## src/rtl/fft_pkg.sv

```systemverilog
// fft_pkg -- shared definitions for the FFT stage controllers.
//   - state_t       : frame FSM encoding (S_IDLE, S_RUN)
//   - LOG2N_*_DEF   : default frame-size bounds
//   - awidth()      : twiddle ROM address width for a given LOG2N_MAX;
//                     depends on TWID_QUARTER_ROM_EN (quarter-wave ROM)
//   - clamp_log2n() : clamp a requested frame log2 into [lo, hi]
package fft_pkg;

    localparam int LOG2N_MAX_DEF = 10;
    localparam int LOG2N_MIN_DEF = 4;

    typedef enum logic {
        S_IDLE = 1'b0,
        S_RUN  = 1'b1
    } state_t;

    // Half-wave ROM holds N_MAX/2 words, quarter-wave ROM N_MAX/4.
    function automatic int awidth(input int log2n_max);
`ifdef TWID_QUARTER_ROM_EN
        return log2n_max - 2;
`else
        return log2n_max - 1;
`endif
    endfunction

    function automatic logic [3:0] clamp_log2n(input logic [3:0] v, input int lo, input int hi);
        logic [3:0] r;
        r = v;
        if (v < 4'(lo))
            r = 4'(lo);
        else if (v > 4'(hi))
            r = 4'(hi);
        return r;
    endfunction

endpackage

```

## src/rtl/twiddle_sched_if.sv

```systemverilog
// twiddle_sched_if -- sample/twiddle bus of twiddle_sched.
//   i_valid, i_data, i_log2n, i_flush : upstream sample stream into the controller
//   o_valid, o_data                   : sample forwarded one cycle later
//   o_addr, o_sign_inv, o_rot         : twiddle ROM address and correction flags
//   o_trivial                         : exponent is 0 (multiplier bypass)
//   o_frame_start, o_frame_end        : output sample is index 0 / N-1
//   o_busy                            : a frame is partially received
// Modports: master drives samples (butterfly side), slave is the controller.
interface twiddle_sched_if
    import fft_pkg::*;
#(
    parameter int DWIDTH    = 32,
    parameter int LOG2N_MAX = LOG2N_MAX_DEF
) ();
    localparam int AWIDTH = awidth(LOG2N_MAX);

    logic              i_valid;
    logic [DWIDTH-1:0] i_data;
    logic [3:0]        i_log2n;
    logic              i_flush;

    logic              o_valid;
    logic [DWIDTH-1:0] o_data;
    logic [AWIDTH-1:0] o_addr;
    logic              o_sign_inv;
    logic              o_rot;
    logic              o_trivial;
    logic              o_frame_start;
    logic              o_frame_end;
    logic              o_busy;

    modport master (
        output i_valid, i_data, i_log2n, i_flush,
        input  o_valid, o_data, o_addr, o_sign_inv, o_rot, o_trivial,
               o_frame_start, o_frame_end, o_busy
    );

    modport slave (
        input  i_valid, i_data, i_log2n, i_flush,
        output o_valid, o_data, o_addr, o_sign_inv, o_rot, o_trivial,
               o_frame_start, o_frame_end, o_busy
    );
endinterface

```

## src/rtl/twid_exp_map.sv

```systemverilog
// twid_exp_map -- combinational twiddle mapping for an R2^2SDF stage.
// Given sample index n within a frame of N = 2^log2n, derives the exponent
//   quarter 0: 0, quarter 1: 2k, quarter 2: k, quarter 3: 3k  (k = n mod N/4)
// scales it into the N_MAX ROM domain and splits it into ROM address and
// symmetry flags.
// Ports:
//   n        in  sample index (< 2^log2n)
//   log2n    in  frame log2, 2 <= log2n <= LOG2N_MAX
//   addr     out ROM address
//   sign_inv out negate the ROM word
//   rot      out multiply the ROM word by -j (0 unless TWID_QUARTER_ROM_EN)
//   trivial  out exponent is 0
// Macro TWID_QUARTER_ROM_EN selects the quarter-wave split.
module twid_exp_map
    import fft_pkg::*;
#(
    parameter int LOG2N_MAX = LOG2N_MAX_DEF,
    parameter int AWIDTH    = awidth(LOG2N_MAX)
) (
    input  logic [LOG2N_MAX-1:0] n,
    input  logic [3:0]           log2n,
    output logic [AWIDTH-1:0]    addr,
    output logic                 sign_inv,
    output logic                 rot,
    output logic                 trivial
);
    localparam logic [3:0] LMAX = 4'(LOG2N_MAX);

    logic [LOG2N_MAX-1:0] kmask;
    logic [LOG2N_MAX-1:0] k;
    logic [1:0]           q;
    logic [LOG2N_MAX-1:0] e;
    logic [LOG2N_MAX-1:0] e_scl;

    always_comb begin
        // N/4 - 1 as a mask, and the quarter index n / (N/4)
        kmask = {LOG2N_MAX{1'b1}} >> (LMAX - log2n + 4'd2);
        q     = 2'(n >> (log2n - 4'd2));
        k     = n & kmask;
        e     = '0;
        case (q)
            2'd1:    e = k << 1;
            2'd2:    e = k;
            2'd3:    e = (k << 1) + k;
            default: e = '0;
        endcase
        // e < 3N/4 so the shifted value never overflows LOG2N_MAX bits
        e_scl = e << (LMAX - log2n);
    end

`ifdef TWID_QUARTER_ROM_EN
    assign addr     = e_scl[LOG2N_MAX-3:0];
    assign rot      = e_scl[LOG2N_MAX-2];
`else
    assign addr     = e_scl[LOG2N_MAX-2:0];
    assign rot      = 1'b0;
`endif
    assign sign_inv = e_scl[LOG2N_MAX-1];
    assign trivial  = (e == '0);

endmodule

```

## src/rtl/twiddle_sched.sv

```systemverilog
// twiddle_sched -- twiddle schedule controller for one R2^2SDF multiplier stage.
// Counts samples within a frame (holding across valid gaps), latches the frame
// size on the first sample, and forwards each sample one cycle later together
// with its twiddle ROM address and correction flags.
// Ports:
//   clk    in  clock
//   reset  in  synchronous active-high reset
//   bus    slave side of twiddle_sched_if (samples in, sample + twiddle out)
// Macro TWID_QUARTER_ROM_EN selects the quarter-wave ROM mapping (o_rot live).
module twiddle_sched
    import fft_pkg::*;
#(
    parameter int DWIDTH    = 32,
    parameter int LOG2N_MAX = LOG2N_MAX_DEF,
    parameter int LOG2N_MIN = LOG2N_MIN_DEF
) (
    input  logic          clk,
    input  logic          reset,
    twiddle_sched_if.slave bus
);
    localparam int AWIDTH = awidth(LOG2N_MAX);
    localparam int NW     = LOG2N_MAX;

    state_t          state, state_nx;
    logic [NW-1:0]   cnt, cnt_nx;
    logic [3:0]      l_q, l_nx;
    logic [3:0]      cur_l;
    logic [NW-1:0]   last_n;
    logic            is_last;
    logic            accept;

    logic [AWIDTH-1:0] map_addr;
    logic              map_sign, map_rot, map_triv;

    logic              vld_q;
    logic [DWIDTH-1:0] data_q;
    logic [AWIDTH-1:0] addr_q;
    logic              sign_q, rot_q, triv_q, fstart_q, fend_q;

    always_ff @(posedge clk) begin
        if (reset) begin
            state <= S_IDLE;
            cnt   <= '0;
            l_q   <= 4'(LOG2N_MAX);
        end else begin
            state <= state_nx;
            cnt   <= cnt_nx;
            l_q   <= l_nx;
        end
    end

    always_comb begin
        accept   = bus.i_valid & ~bus.i_flush;
        // The first sample of a frame uses the request directly; the rest use
        // the latched size so mid-frame changes of i_log2n are ignored.
        cur_l    = (state == S_IDLE) ? clamp_log2n(bus.i_log2n, LOG2N_MIN, LOG2N_MAX) : l_q;
        last_n   = {NW{1'b1}} >> (4'(NW) - cur_l);
        is_last  = (cnt == last_n);
        state_nx = state;
        cnt_nx   = cnt;
        l_nx     = l_q;
        if (bus.i_flush) begin
            state_nx = S_IDLE;
            cnt_nx   = '0;
        end else if (bus.i_valid) begin
            if (state == S_IDLE)
                l_nx = cur_l;
            // cnt is 0 in S_IDLE and N >= 4, so the first sample never wraps
            if (is_last) begin
                cnt_nx   = '0;
                state_nx = S_IDLE;
            end else begin
                cnt_nx   = cnt + 1'b1;
                state_nx = S_RUN;
            end
        end
    end

    twid_exp_map #(
        .LOG2N_MAX (LOG2N_MAX),
        .AWIDTH    (AWIDTH)
    ) u_map (
        .n        (cnt),
        .log2n    (cur_l),
        .addr     (map_addr),
        .sign_inv (map_sign),
        .rot      (map_rot),
        .trivial  (map_triv)
    );

    // Control fields are zero whenever the output sample is not valid.
    always_ff @(posedge clk) begin
        if (reset) begin
            vld_q    <= 1'b0;
            data_q   <= '0;
            addr_q   <= '0;
            sign_q   <= 1'b0;
            rot_q    <= 1'b0;
            triv_q   <= 1'b0;
            fstart_q <= 1'b0;
            fend_q   <= 1'b0;
        end else begin
            vld_q    <= accept;
            if (accept)
                data_q <= bus.i_data;
            addr_q   <= accept ? map_addr : '0;
            sign_q   <= accept & map_sign;
            rot_q    <= accept & map_rot;
            triv_q   <= accept & map_triv;
            fstart_q <= accept & (cnt == '0);
            fend_q   <= accept & is_last;
        end
    end

    assign bus.o_valid       = vld_q;
    assign bus.o_data        = data_q;
    assign bus.o_addr        = addr_q;
    assign bus.o_sign_inv    = sign_q;
    assign bus.o_rot         = rot_q;
    assign bus.o_trivial     = triv_q;
    assign bus.o_frame_start = fstart_q;
    assign bus.o_frame_end   = fend_q;
    assign bus.o_busy        = (state == S_RUN);

endmodule

```

## src/flat_wrapper.sv

```systemverilog
// flat-port wrapper written by rule: the top's interface ports become plain ports
module twiddle_sched_flat import fft_pkg::*;
#(
    parameter int DWIDTH    = 32,
    parameter int LOG2N_MAX = LOG2N_MAX_DEF,
    parameter int LOG2N_MIN = LOG2N_MIN_DEF
)
  (clk, reset, bus_i_valid, bus_i_data, bus_i_log2n, bus_i_flush, bus_o_valid, bus_o_data, bus_o_addr, bus_o_sign_inv, bus_o_rot, bus_o_trivial, bus_o_frame_start, bus_o_frame_end, bus_o_busy);
  twiddle_sched_if #(.DWIDTH(DWIDTH), .LOG2N_MAX(LOG2N_MAX)) bus_i ();
  input  logic clk;
  input  logic reset;
  input wire logic [$bits(bus_i.i_valid)-1:0] bus_i_valid;
  input wire logic [$bits(bus_i.i_data)-1:0] bus_i_data;
  input wire logic [$bits(bus_i.i_log2n)-1:0] bus_i_log2n;
  input wire logic [$bits(bus_i.i_flush)-1:0] bus_i_flush;
  output wire logic [$bits(bus_i.o_valid)-1:0] bus_o_valid;
  output wire logic [$bits(bus_i.o_data)-1:0] bus_o_data;
  output wire logic [$bits(bus_i.o_addr)-1:0] bus_o_addr;
  output wire logic [$bits(bus_i.o_sign_inv)-1:0] bus_o_sign_inv;
  output wire logic [$bits(bus_i.o_rot)-1:0] bus_o_rot;
  output wire logic [$bits(bus_i.o_trivial)-1:0] bus_o_trivial;
  output wire logic [$bits(bus_i.o_frame_start)-1:0] bus_o_frame_start;
  output wire logic [$bits(bus_i.o_frame_end)-1:0] bus_o_frame_end;
  output wire logic [$bits(bus_i.o_busy)-1:0] bus_o_busy;
  assign bus_i.i_valid = bus_i_valid;
  assign bus_i.i_data = bus_i_data;
  assign bus_i.i_log2n = bus_i_log2n;
  assign bus_i.i_flush = bus_i_flush;
  assign bus_o_valid = bus_i.o_valid;
  assign bus_o_data = bus_i.o_data;
  assign bus_o_addr = bus_i.o_addr;
  assign bus_o_sign_inv = bus_i.o_sign_inv;
  assign bus_o_rot = bus_i.o_rot;
  assign bus_o_trivial = bus_i.o_trivial;
  assign bus_o_frame_start = bus_i.o_frame_start;
  assign bus_o_frame_end = bus_i.o_frame_end;
  assign bus_o_busy = bus_i.o_busy;
  twiddle_sched #(.DWIDTH(DWIDTH), .LOG2N_MAX(LOG2N_MAX), .LOG2N_MIN(LOG2N_MIN)) u_core (.clk(clk), .reset(reset), .bus(bus_i));
endmodule
```

## config.mk

```make
export PLATFORM = sky130hd
export DESIGN_NAME = twiddle_sched_flat
export DESIGN_NICKNAME = d
export VERILOG_FILES = /design/src/rtl/fft_pkg.sv /design/src/rtl/twiddle_sched_if.sv /design/src/rtl/twid_exp_map.sv /design/src/rtl/twiddle_sched.sv /design/src/flat_wrapper.sv
export SDC_FILE = /design/constraint.sdc
export NUM_CORES = 1
export LEC_CHECK = 0
export ABC_AREA = 0
export CAP_MARGIN = 20
export CORE_MARGIN = 8
export CORE_UTILIZATION = 30
export DETAILED_ROUTE_END_ITERATION = 16
export PLACE_DENSITY = 0.52
export SLEW_MARGIN = 0
export SYNTH_ARGS = -nofsm -noshare
export SYNTH_HDL_FRONTEND = slang
export SYNTH_HIERARCHICAL = 1
export SYNTH_SLANG_ARGS = --single-unit
export TNS_END_PERCENT = 30
```

## constraint.sdc

```tcl
create_clock -name clk -period 6 [get_ports clk]
set_clock_uncertainty 0.1 [all_clocks]
set_input_delay 0.9 -clock clk [delete_from_list [all_inputs] [get_ports clk]]
set_output_delay 0.9 -clock clk [all_outputs]
set_load 0.02 [all_outputs]
```

=== Word level (Yosys, flattened, before mapping) ===
Cells that the tools add are included.

* RAM bits: 0
* Memories: 0
* Latch bits: 0
* ROM bits: 0
* Input port bits: 40
* Register bits: 61
* Output and inout port bits: 48
* Logic and storage cells: 45

* Magnitude comparators: 2
* Reduce and logical (&&, ||, !) cells: 5
* Shift-type cells: 4
* Eq/ne operators: 4
* Add/subtract/negate cells: 5
* Multiplexer cells: 6
* $mul: 0
* Divide/modulo/power cells: 0
* Bitwise logic cells: 9

{| class="wikitable"
|+ Operator list
! kind !! number
|-
| 10-bit one-hot mux with 3 select lines || 1
|-
| 10-bit zero test || 2
|-
| 10-bit by 4-bit right shift with 10-bit output, first input constant || 2
|-
| 4-bit 2-to-1 mux || 3
|-
| 10-bit by 1-bit adder with 10-bit output, second input constant || 1
|-
| 10-bit adder || 1
|-
| 10-bit AND || 1
|-
| 10-bit equality test || 1
|-
| 10-bit 2-to-1 mux || 1
|-
| 10-bit by 4-bit left shift with 10-bit output || 1
|-
| 10-bit by 4-bit right shift with 2-bit output || 1
|-
| 1-bit AND || 5
|-
| 4-bit by 2-bit adder with 4-bit output, second input constant || 1
|-
| 2-bit equality test, second input constant || 2
|-
| 4-bit > comparator, second input constant || 1
|-
| 4-bit by 3-bit less-than comparator with 1-bit output, second input constant || 1
|-
| 2-bit OR reduction || 2
|-
| 4-bit by 2-bit subtractor with 4-bit output, second input constant || 1
|-
| 4-bit subtractor, first input constant || 1
|-
| 1-bit NOT || 3
|-
| 3-bit AND reduction || 1
|-
| 2-bit by 1-bit equality test with 1-bit output, second input constant || 1
|-
| 1-bit 2-to-1 mux || 1
|}

=== Depth between registers and ports, before layout ===
Gate-level depths: netlist of the first run.

* Depth in word-level cells: 12
* Gate-level depth with buffers: 25
* Mapped depth without buffers: 23

=== Cells and area by module ===
The synthesis of the first run kept the hierarchy.

{| class="wikitable"
|+ By module, submodules not included
! module !! seq. area each (um^2) !! instances !! area an instance (um^2) !! cells each
|-
| twiddle_sched || 1241.2 || 1 || 2666.3 || 305
|-
| twid_exp_map || 0.0 || 1 || 1655.3 || 203
|}

=== Worst setup path after synthesis of the first run ===
OpenSTA, ideal clock, no wires.

* Path type: input -> register
* From: input bus_i_log2n[1]
* To: register u_core.addr_q[6] (netlist: u_core/bus.o_addr[6])
* Setup slack: 0.120 ns
* Stages on the path: 17
* Data required time: 5.841 ns
* Buffers on the path: 0
* Arrival time: 5.720 ns
* Library setup time: 0.059 ns
* Cells stage by stage: maj3_2 a21o_1 ha_1 xnor2_1 inv_1 ha_1 or2_1 a211oi_2 nor2_1 nor3b_1 ha_1 or3b_2 a31o_2 a31o_1 mux4_2 a211oi_2 and2_1

* Cells in the longest elaborated chain, start to end: 11
* Elaborated cells on any way between the ends: 17

{| class="wikitable"
|+ RTL lines
! element !! RTL line !! text
|-
| start, declared || flat_wrapper.sv:14 || <nowiki>input wire logic [$bits(bus_i.i_log2n)-1:0] bus_i_log2n;</nowiki>
|-
| 4-bit > comparator || fft_pkg.sv:31 || <nowiki>else if (v > 4'(hi))</nowiki>
|-
| 4-bit 2-to-1 mux || fft_pkg.sv:31 ||
|-
| 4-bit 2-to-1 mux * || fft_pkg.sv:29 || <nowiki>if (v < 4'(lo))</nowiki>
|-
| 4-bit 2-to-1 mux * || twiddle_sched.sv:56 || <nowiki>cur_l = (state == S_IDLE) ? clamp_log2n(bus.i_log2n, LOG2N_MIN, LOG2N_MAX) : l_q;</nowiki>
|-
| named net u_core.cur_l[1] || twiddle_sched.sv:27 || <nowiki>logic [3:0] cur_l;</nowiki>
|-
| 4-bit subtractor || twid_exp_map.sv:37, twid_exp_map.sv:48 ||
|-
| 4-bit by 2-bit adder with 4-bit output || twid_exp_map.sv:37 || <nowiki>kmask = {LOG2N_MAX{1'b1}} >> (LMAX - log2n + 4'd2);</nowiki>
|-
| 10-bit by 4-bit right shift with 10-bit output || twid_exp_map.sv:37 ||
|-
| 10-bit AND || twid_exp_map.sv:39 || <nowiki>k = n & kmask;</nowiki>
|-
| 10-bit adder || twid_exp_map.sv:44 || <nowiki>2'd3: e = (k << 1) + k;</nowiki>
|-
| 10-bit one-hot mux with 3 select lines || twid_exp_map.sv:41 || <nowiki>case (q)</nowiki>
|-
| 10-bit by 4-bit left shift with 10-bit output * || twid_exp_map.sv:48 || <nowiki>e_scl = e << (LMAX - log2n);</nowiki>
|-
| named net u_core.map_addr[6] || twiddle_sched.sv:32 || <nowiki>logic [AWIDTH-1:0] map_addr;</nowiki>
|-
| end signal, assigned || twiddle_sched.sv:106 || <nowiki>addr_q <= accept ? map_addr : '0;</nowiki>
|-
| end, declared || twiddle_sched.sv:37 || <nowiki>logic [AWIDTH-1:0] addr_q;</nowiki>
|}

The timed path passes the listed nets; every way through them passes the cells marked *.
A chain may end at the register's enable or synchronous reset.

=== Worst setup path in the final report of the first run ===
* From: input bus_i_log2n[2]
* To: register u_core.addr_q[7] (netlist: u_core/bus.o_addr[7])

The elaborated chain is that of the path after synthesis.

==> results.sh, run 1 <==
export IMPL_status="complete, no violations"
export IMPL_nets=689
export IMPL_synth_compound_area_share_pct=22.9
export IMPL_wl_per_cell_um=15.1
export IMPL_highest_layer="met4"
export IMPL_place_inst=796
export IMPL_fp_dieW_um=136
export IMPL_postPlaceCellArea_mm2=0.00562
export IMPL_utilization_pct=41.7
export IMPL_endpoint_kind="flip-flop"
export IMPL_dr_pass1_iters=5
export IMPL_synth_fa_ha_area_share_pct=7.09
export IMPL_ioPinCount=88
export IMPL_synth_edf_count=0
export IMPL_synth_top_family_by_area="compound AO/OA/AOI/OAI gates"
export IMPL_multiInputGateArea_mm2=0.00286
export IMPL_whs_ns=0.353
export IMPL_vdd_drop_max_v=0.000151
export IMPL_drt_iter0_markers=170
export IMPL_cts_tree="done"
export IMPL_yosysWarnings=6
export IMPL_drv_cap=0
export IMPL_antenna_found_initial=0
export IMPL_synth_distinct_cells=82
export IMPL_fin_crit_sh_pct=95.2
export IMPL_wl_met1_mm=5.63
export IMPL_async_flop_share_pct=0
export IMPL_vias_per_cell=5.02
export IMPL_min_path_type="reg2reg"
export IMPL_initial_core_util_pct=30.2
export IMPL_grt_pass1_wl_mm=20.3
export IMPL_p_leak_nw=2.26
export IMPL_grt_max_degree=38
export IMPL_seq_area_frac_synth_pct=28.7
export IMPL_track_usage_pct=13.5
export IMPL_drc=0
export IMPL_final_cell_mix="87 x clkdlybuf4s50_1, 85 x nand2_1, 62 x dfxtp_1"
export IMPL_nFillCells=1440
export IMPL_required_ns=6.12
export IMPL_final_common_cell="clkdlybuf4s50_1"
export IMPL_power_w=0.00124
export IMPL_synth_mux_area_share_pct=8.77
export IMPL_hpwl_mm=9.35
export IMPL_setup_viol=0
export IMPL_start_kind="primary input"
export IMPL_met3_length_mm=1.04
export IMPL_drt_total_wl_mm=12.3
export IMPL_syn_num_nets=571
export IMPL_io_buffers=87
export IMPL_clkSinkCount=62
export IMPL_slew_headroom_pct=47.0
export IMPL_critPathMaxFanout=5
export IMPL_hold_violations=0
export IMPL_ant_nets=0
export IMPL_fp_coreArea_mm2=0.0143
export IMPL_crit_type="in2reg"
export IMPL_synth_cells=508
export IMPL_fin_crit_ns=5.71
export IMPL_cp_arrival_ns=5.83
export IMPL_die_y_um=136
export IMPL_cts_made_buffers=9
export IMPL_synthSimpleGateAreaFrac_pct=22.7
export IMPL_synthesis_area_mm2=0.00432
export IMPL_syn_area_per_cell_um2=8.51
export IMPL_cts_htree_levels=3
export IMPL_powerDensity_mw_per_mm2=209
export IMPL_clock_path_buffers=2
export IMPL_yosys_register_bits=62
export IMPL_die_area_mm2=0.0185
export IMPL_maxSlewViolCount=0
export IMPL_first_global_vias=4078
export IMPL_synth_flop_cell="dfxtp_1"
export IMPL_clkTransAtPathRegs_ns=0.06
export IMPL_final_layout_size_suffix_gt1_share_pct=19.8
export IMPL_wl_met2_mm=5.53
export IMPL_syn_to_final_growth_pct=38.0
export IMPL_instances_no_fill=815
export IMPL_vias=4092
export IMPL_clkLatencyLatePin_ns=0.33
export IMPL_max_freq_mhz=175
export IMPL_place_congestion=0.829
export IMPL_worst_pin_slew_ns=0.789
export IMPL_synth_xor_area_share_pct=3.62
export IMPL_fin_area_mm2=0.00597
export IMPL_regArea_mm2=0.00124
export IMPL_num_rows=44
export IMPL_cts_root_buf="clkbuf_16"
export IMPL_num_antenna_cells=0
export IMPL_overflow=0
## stage by stage
step | TNS (ns) | setup WS, ns
after CTS | 0 | 0.232
after global placement | 0 | 0.0407
after global routing | -0.0183 | -0.0183
after detailed placement | -0.271 | -0.0944
after floorplan | 0 | 0.120
final | 0 | 0.286
## kinds of logic (layout without fill, tap and decap cells)
family / count (synthesis) / count (layout)
AND/OR/NAND/NOR: 193 / 193
AO/OA/AOI/OAI: 133 / 133
flip-flops: 62 / 62
buffers and inverters: 55 / 178
adder cells (fa/ha/maj): 24 / 24
multiplexers: 23 / 23
XOR/XNOR: 17 / 17
other: 1 / 1
## registers in the layout, indices dropped and copies added, names as in the netlist
signal and flops:
u_core/bus.o_sign_inv 1, u_core/bus.o_trivial 1, u_core/bus.o_valid 1, u_core/bus.o_frame_start 1
u_core/bus.o_addr 9, u_core/bus.o_busy 1, u_core/cnt 10, u_core/bus.o_data 32
u_core/bus.o_rot 1, u_core/l_q 4, u_core/bus.o_frame_end 1
## synth_stat cells (all sizes together) (3+ instances only)
library cell / instances / share of area [%]
nand2: 85 / 7.4
dfxtp: 62 / 29
a21oi: 48 / 5.6
inv: 28 / 2.4
ha: 22 / 6.4
and2: 19 / 2.9
nor2: 19 / 1.7
clkbuf: 18 / 1.8
nand2b: 15 / 2.2
o21ai: 14 / 1.8
a211oi: 12 / 3.2
buf: 9 / 1.9
xnor2: 9 / 1.8
mux2i: 8 / 2.4
mux4: 8 / 4.4
nor2b: 8 / 1.2
o211ai: 8 / 1.5
o21a: 8 / 1.4
xor2: 8 / 1.8
mux2: 7 / 1.9
nand3: 7 / 0.81
nand4: 6 / 0.87
and3: 5 / 0.81
nor4: 5 / 0.72
o22ai: 5 / 1.0
a211o: 4 / 0.87
a21o: 4 / 0.75
nand3b: 4 / 0.69
o31ai: 4 / 0.93
a31oi: 3 / 0.43
nor3: 3 / 0.35
o2111ai: 3 / 0.61
or2: 3 / 0.43
or4: 3 / 0.52
## area by class of cell
class / count / area share [%]
inverter: 28 / 1.76
clock inverter: 6 / 0.755
multi-input combinational: 391 / 48.0
sequential: 62 / 20.8
timing repair buffer: 134 / 20.8
clock buffer: 10 / 4.01
tap: 184 / 3.86
## per-layer routing
metal  global-route usage (%)  up-vias
li1                         -     2048
met1                     16.8     1921
met2                     20.9      115
met3                     5.69        8
met4                     3.72        0
met5                        0        -
## worst max-delay path: stages
cell and delay (ns):
clkdlybuf4s50_1 0.46, maj3_2 0.34, a21o_1 0.23, ha_1 0.22, xnor2_2 0.18, inv_1 0.09
ha_1 0.22, buf_4 0.14, nand2b_1 0.15, a22oi_2 0.18, buf_4 0.16, o31a_1 0.20
ha_1 0.18, inv_1 0.05, fa_1 0.41, nor2b_2 0.15, o2111ai_1 0.15, and4_1 0.22
o21ai_0 0.20, and2_1 0.18, o21ai_0 0.10, mux4_2 0.47, o2bb2ai_1 0.13, and2_1 0.13
## power breakdown
part	switching (W)	internal [W]	total (W)	leakage, nW
combinational	0.000172	0.000151	0.000322	1.61
sequential	0.00000917	0.000426	0.000435	0.505
clock	0.000194	0.000293	0.000487	0.143
total	0.000375	0.000870	0.00124	2.26
## what timing repair did
item                       4_1_cts  5_1_grt
hold buffers                     0        0
setup endpoints to repair        0        5
buffers inserted                 0        3
resized for setup                0        6
## path summary, 6_finish.rpt
kind / end / start / slack [ns] / cells after the start
worst max-delay path: u_core/bus.o_addr[7]$_SDFF_PP0_ / bus_i_log2n[2] / 0.29 / 24
worst min-delay path: u_core/bus.o_data[13]$_SDFFE_PP0P_ / u_core/bus.o_data[13]$_SDFFE_PP0P_ / 0.35 / 2
worst max register to register: u_core/bus.o_addr[7]$_SDFF_PP0_ / u_core/bus.o_busy$_SDFFE_PP0P_ / 0.76 / 24
worst min register to register: u_core/bus.o_data[13]$_SDFFE_PP0P_ / u_core/bus.o_data[13]$_SDFFE_PP0P_ / 0.35 / 2
(Power assumes the default switching activity.)
==> run 2, diff against run 1 <==
Settings changed: ABC_AREA 0 to 1, CTS_BUF_LIST from default to sky130_fd_sc_hd__clkbuf_8 sky130_fd_sc_hd__clkbuf_16.
==> run 2 against run 1 <==
Cell area is 5.2% lower. Clock-buffer cell count grew 1. Sequential power grew 2%. Combinational power is 5% higher. Critical path type unchanged. Highest routed layer unchanged.
==> results.sh, run 2 <==
export IMPL_track_usage_pct=14.2
export IMPL_synth_edf_count=0
export IMPL_cts_resized=0
export IMPL_min_path_type="reg2reg"
export IMPL_hold_depth=1
export IMPL_overflow=0
export IMPL_rsz0062_at_grt="false"
export IMPL_syn_num_nets=732
export IMPL_yosysWarnings=6
export IMPL_first_global_vias=4538
export IMPL_hold_buffers=0
export IMPL_pwr_share_seq_pct=33.8
export IMPL_drv_cap=0
export IMPL_hold_start="u_core/l_q[2]$_SDFFE_PP0P_"
export IMPL_initial_core_util_pct=30.2
export IMPL_timing_rr_start="u_core/bus.o_busy$_SDFFE_PP0P_"
export IMPL_antenna_found_initial=0
export IMPL_fin_area_mm2=0.00565
export IMPL_r2r_cells=28
export IMPL_worst_pin_slew_ns=0.862
export IMPL_wl_met1_mm=5.72
export IMPL_cts_root_buf="clkbuf_16"
export IMPL_wl_met2_mm=5.85
export IMPL_regArea_mm2=0.00124
export IMPL_highest_layer="met4"
export IMPL_fp_coreArea_mm2=0.0143
export IMPL_die_y_um=136
export IMPL_nets=814
export IMPL_vias_per_cell=4.86
export IMPL_synth_cells=669
export IMPL_largest_reg_flops=32
export IMPL_drc=0
export IMPL_postPlaceCellArea_mm2=0.00535
export IMPL_fin_crit_sh_pct=87.4
export IMPL_cp_arrival_ns=5.40
export IMPL_num_rows=44
export IMPL_dr_pass1_iters=5
export IMPL_grt_pass1_wl_mm=21.7
export IMPL_synthesis_area_mm2=0.00433
export IMPL_place_congestion=0.904
export IMPL_switching_share_pct=30.9
export IMPL_required_ns=6.16
export IMPL_clkLatencyLatePin_ns=0.32
export IMPL_yosys_register_bits=62
export IMPL_synth_flop_cell="dfxtp_1"
export IMPL_hold_violations=0
export IMPL_grt_max_degree=37
export IMPL_crit_type="in2reg"
export IMPL_max_freq_mhz=191
export IMPL_seq_area_frac_synth_pct=28.7
export IMPL_yosysMostFrequentCell="nor2_1"
export IMPL_nFillCells=1528
export IMPL_cts_htree_levels=3
export IMPL_synth_top_area_share_pct=28.7
export IMPL_die_area_mm2=0.0185
export IMPL_clkTransAtPathRegs_ns=0.06
export IMPL_cts_tree="done"
export IMPL_io_buffers=87
export IMPL_fin_crit_ns=5.24
export IMPL_setup_worst_path_start="bus_i_log2n[3]"
export IMPL_syn_area_per_cell_um2=6.47
export IMPL_clock_path_buffers=2
export IMPL_vdd_drop_max_v=0.000129
export IMPL_cts_made_buffers=9
export IMPL_synth_commonest_cells="114 x nor2_1, 107 x nand2_1, 93 x nand3_1"
export IMPL_endpoint_kind="flip-flop"
export IMPL_intPower_w=0.000903
export IMPL_synth_distinct_cells=38
export IMPL_p_switching_w=0.000404
export IMPL_maxSlewViolCount=0
export IMPL_ant_nets=0
export IMPL_yosys_area_top_type="dfxtp_1"
export IMPL_post_cts_buffers=0
export IMPL_final_cell_mix="113 x nor2_1, 107 x nand2_1, 93 x nand3_1"
export IMPL_vias=4568
export IMPL_final_common_cell="nor2_1"
export IMPL_drt_total_wl_mm=12.7
export IMPL_clock_power_share_pct=40.3
export IMPL_start_kind="primary input"
export IMPL_syn_to_final_growth_pct=30.6
export IMPL_multiInputGateArea_mm2=0.00261
export IMPL_combPwrFrac_pct=25.8
export IMPL_async_flop_share_pct=0
export IMPL_p_leak_nw=2.56
export IMPL_slew_headroom_pct=42.5
export IMPL_ioPinCount=88
export IMPL_wl_per_cell_um=13.5
export IMPL_status="complete, no violations"
export IMPL_clkSinkCount=62
export IMPL_powerDensity_mw_per_mm2=231
export IMPL_fp_dieW_um=136
export IMPL_synth_area_top_cells="dfxtp_1 29%, nand3_1 11%, nor2_1 9.9%, nand2_1 9.3%, inv_1 6.6%"
export IMPL_setup_viol=0
export IMPL_num_antenna_cells=0
export IMPL_hpwl_mm=9.84
export IMPL_final_layout_size_suffix_gt1_share_pct=9.52
export IMPL_drt_iter0_markers=328
export IMPL_tns_ns=0
export IMPL_critPathMaxFanout=11
export IMPL_met3_length_um=989
-- run 2: cell types whose count changed after synthesis, sizes merged, moves of 19 or more --
| cell | previous run | this run |
|---|---|---|
| o21ai | 14 | 51 |
| nand3 | 7 | 100 |
| nand2 | 85 | 118 |
| a21oi | 48 | 14 |
| nand4 | 6 | 31 |
| inv | 28 | 89 |
| nor2 | 19 | 125 |
| and2 | 19 | 0 |
-- run 2: path summary, 6_finish.rpt --
check / to / slack [ns]
max: u_core/bus.o_trivial$_SDFF_PP0_ / 0.76
min: u_core/l_q[2]$_SDFFE_PP0P_ / 0.37
max reg2reg: u_core/bus.o_trivial$_SDFF_PP0_ / 1.43
min reg2reg: u_core/l_q[2]$_SDFFE_PP0P_ / 0.37
-- run 2: power groups by stage --
stage / logic [W] / registers [W] / clock network (W)
2_1_floorplan: 0.000212 / 0.000469 / 0
3_3_place_gp: 0.000340 / 0.000450 / 0
3_5_place_dp: 0.000338 / 0.000451 / 0
4_1_cts: 0.000339 / 0.000442 / 0.000542
5_1_grt: 0.000379 / 0.000445 / 0.000566
6_report: 0.000338 / 0.000442 / 0.000527
-- run 2: layout make-up --
type	count	area share, %
flip-flops and latches	62	22.0
multi-input cells	493	46.2
clock buffers	11	4.47
repair buffers	93	16.2
inverters	92	6.11
clock inverters	5	0.996
well taps	184	4.07
-- run 2: cells by family after synthesis --
logic type	share of synthesized area, %
xor+xnor	2.23
buf+inv	11.0
other cells	0.0866
flops	28.7
fa+ha+maj	6.82
compound gates	8.62
simple gates	42.6
-- run 2: layer usage --
metal / up-vias / global-route usage (%)
met3: 16 / 5.28
li1: 2352 / -
met1: 2059 / 17.4
met5: - / 0
met4: 0 / 4.27
met2: 141 / 22.6
-- run 2: critical path, stage by stage --
cell	delay, ns
clkdlybuf4s50_1	0.56
a21oi_1	0.11
o21ai_2	0.47
inv_2	0.20
ha_1	0.35
clkinv_1	0.08
ha_1	0.21
inv_1	0.07
nand3_2	0.15
nand2_4	0.10
nand2_1	0.07
nand2_1	0.09
inv_2	0.11
ha_1	0.20
inv_1	0.06
fa_1	0.40
inv_1	0.09
nand4_1	0.12
nand3_1	0.12
nand2_1	0.05
nand2_1	0.11
nand3_1	0.09
nand3_1	0.11
nand2_1	0.07
nor3_1	0.13
and3_1	0.20
nand2_1	0.06
nor2_1	0.09
-- run 2: per-stage QoR --
step / util (%) / cells / hold slack, ns / total power (W) / worst slack (ns)
after detailed placement: 37.3 / 924 / 0.363 / 0.000789 / 0.434
after CTS: 39.5 / 940 / 0.375 / 0.00132 / 0.751
after floorplan: - / 669 / 0.341 / 0.000681 / 1.31
final: 39.5 / 940 / 0.366 / 0.00131 / 0.759
after global placement: 37.3 / 924 / 0.349 / 0.000790 / 0.483
after global routing: 39.5 / 940 / 0.398 / 0.00139 / 0.271
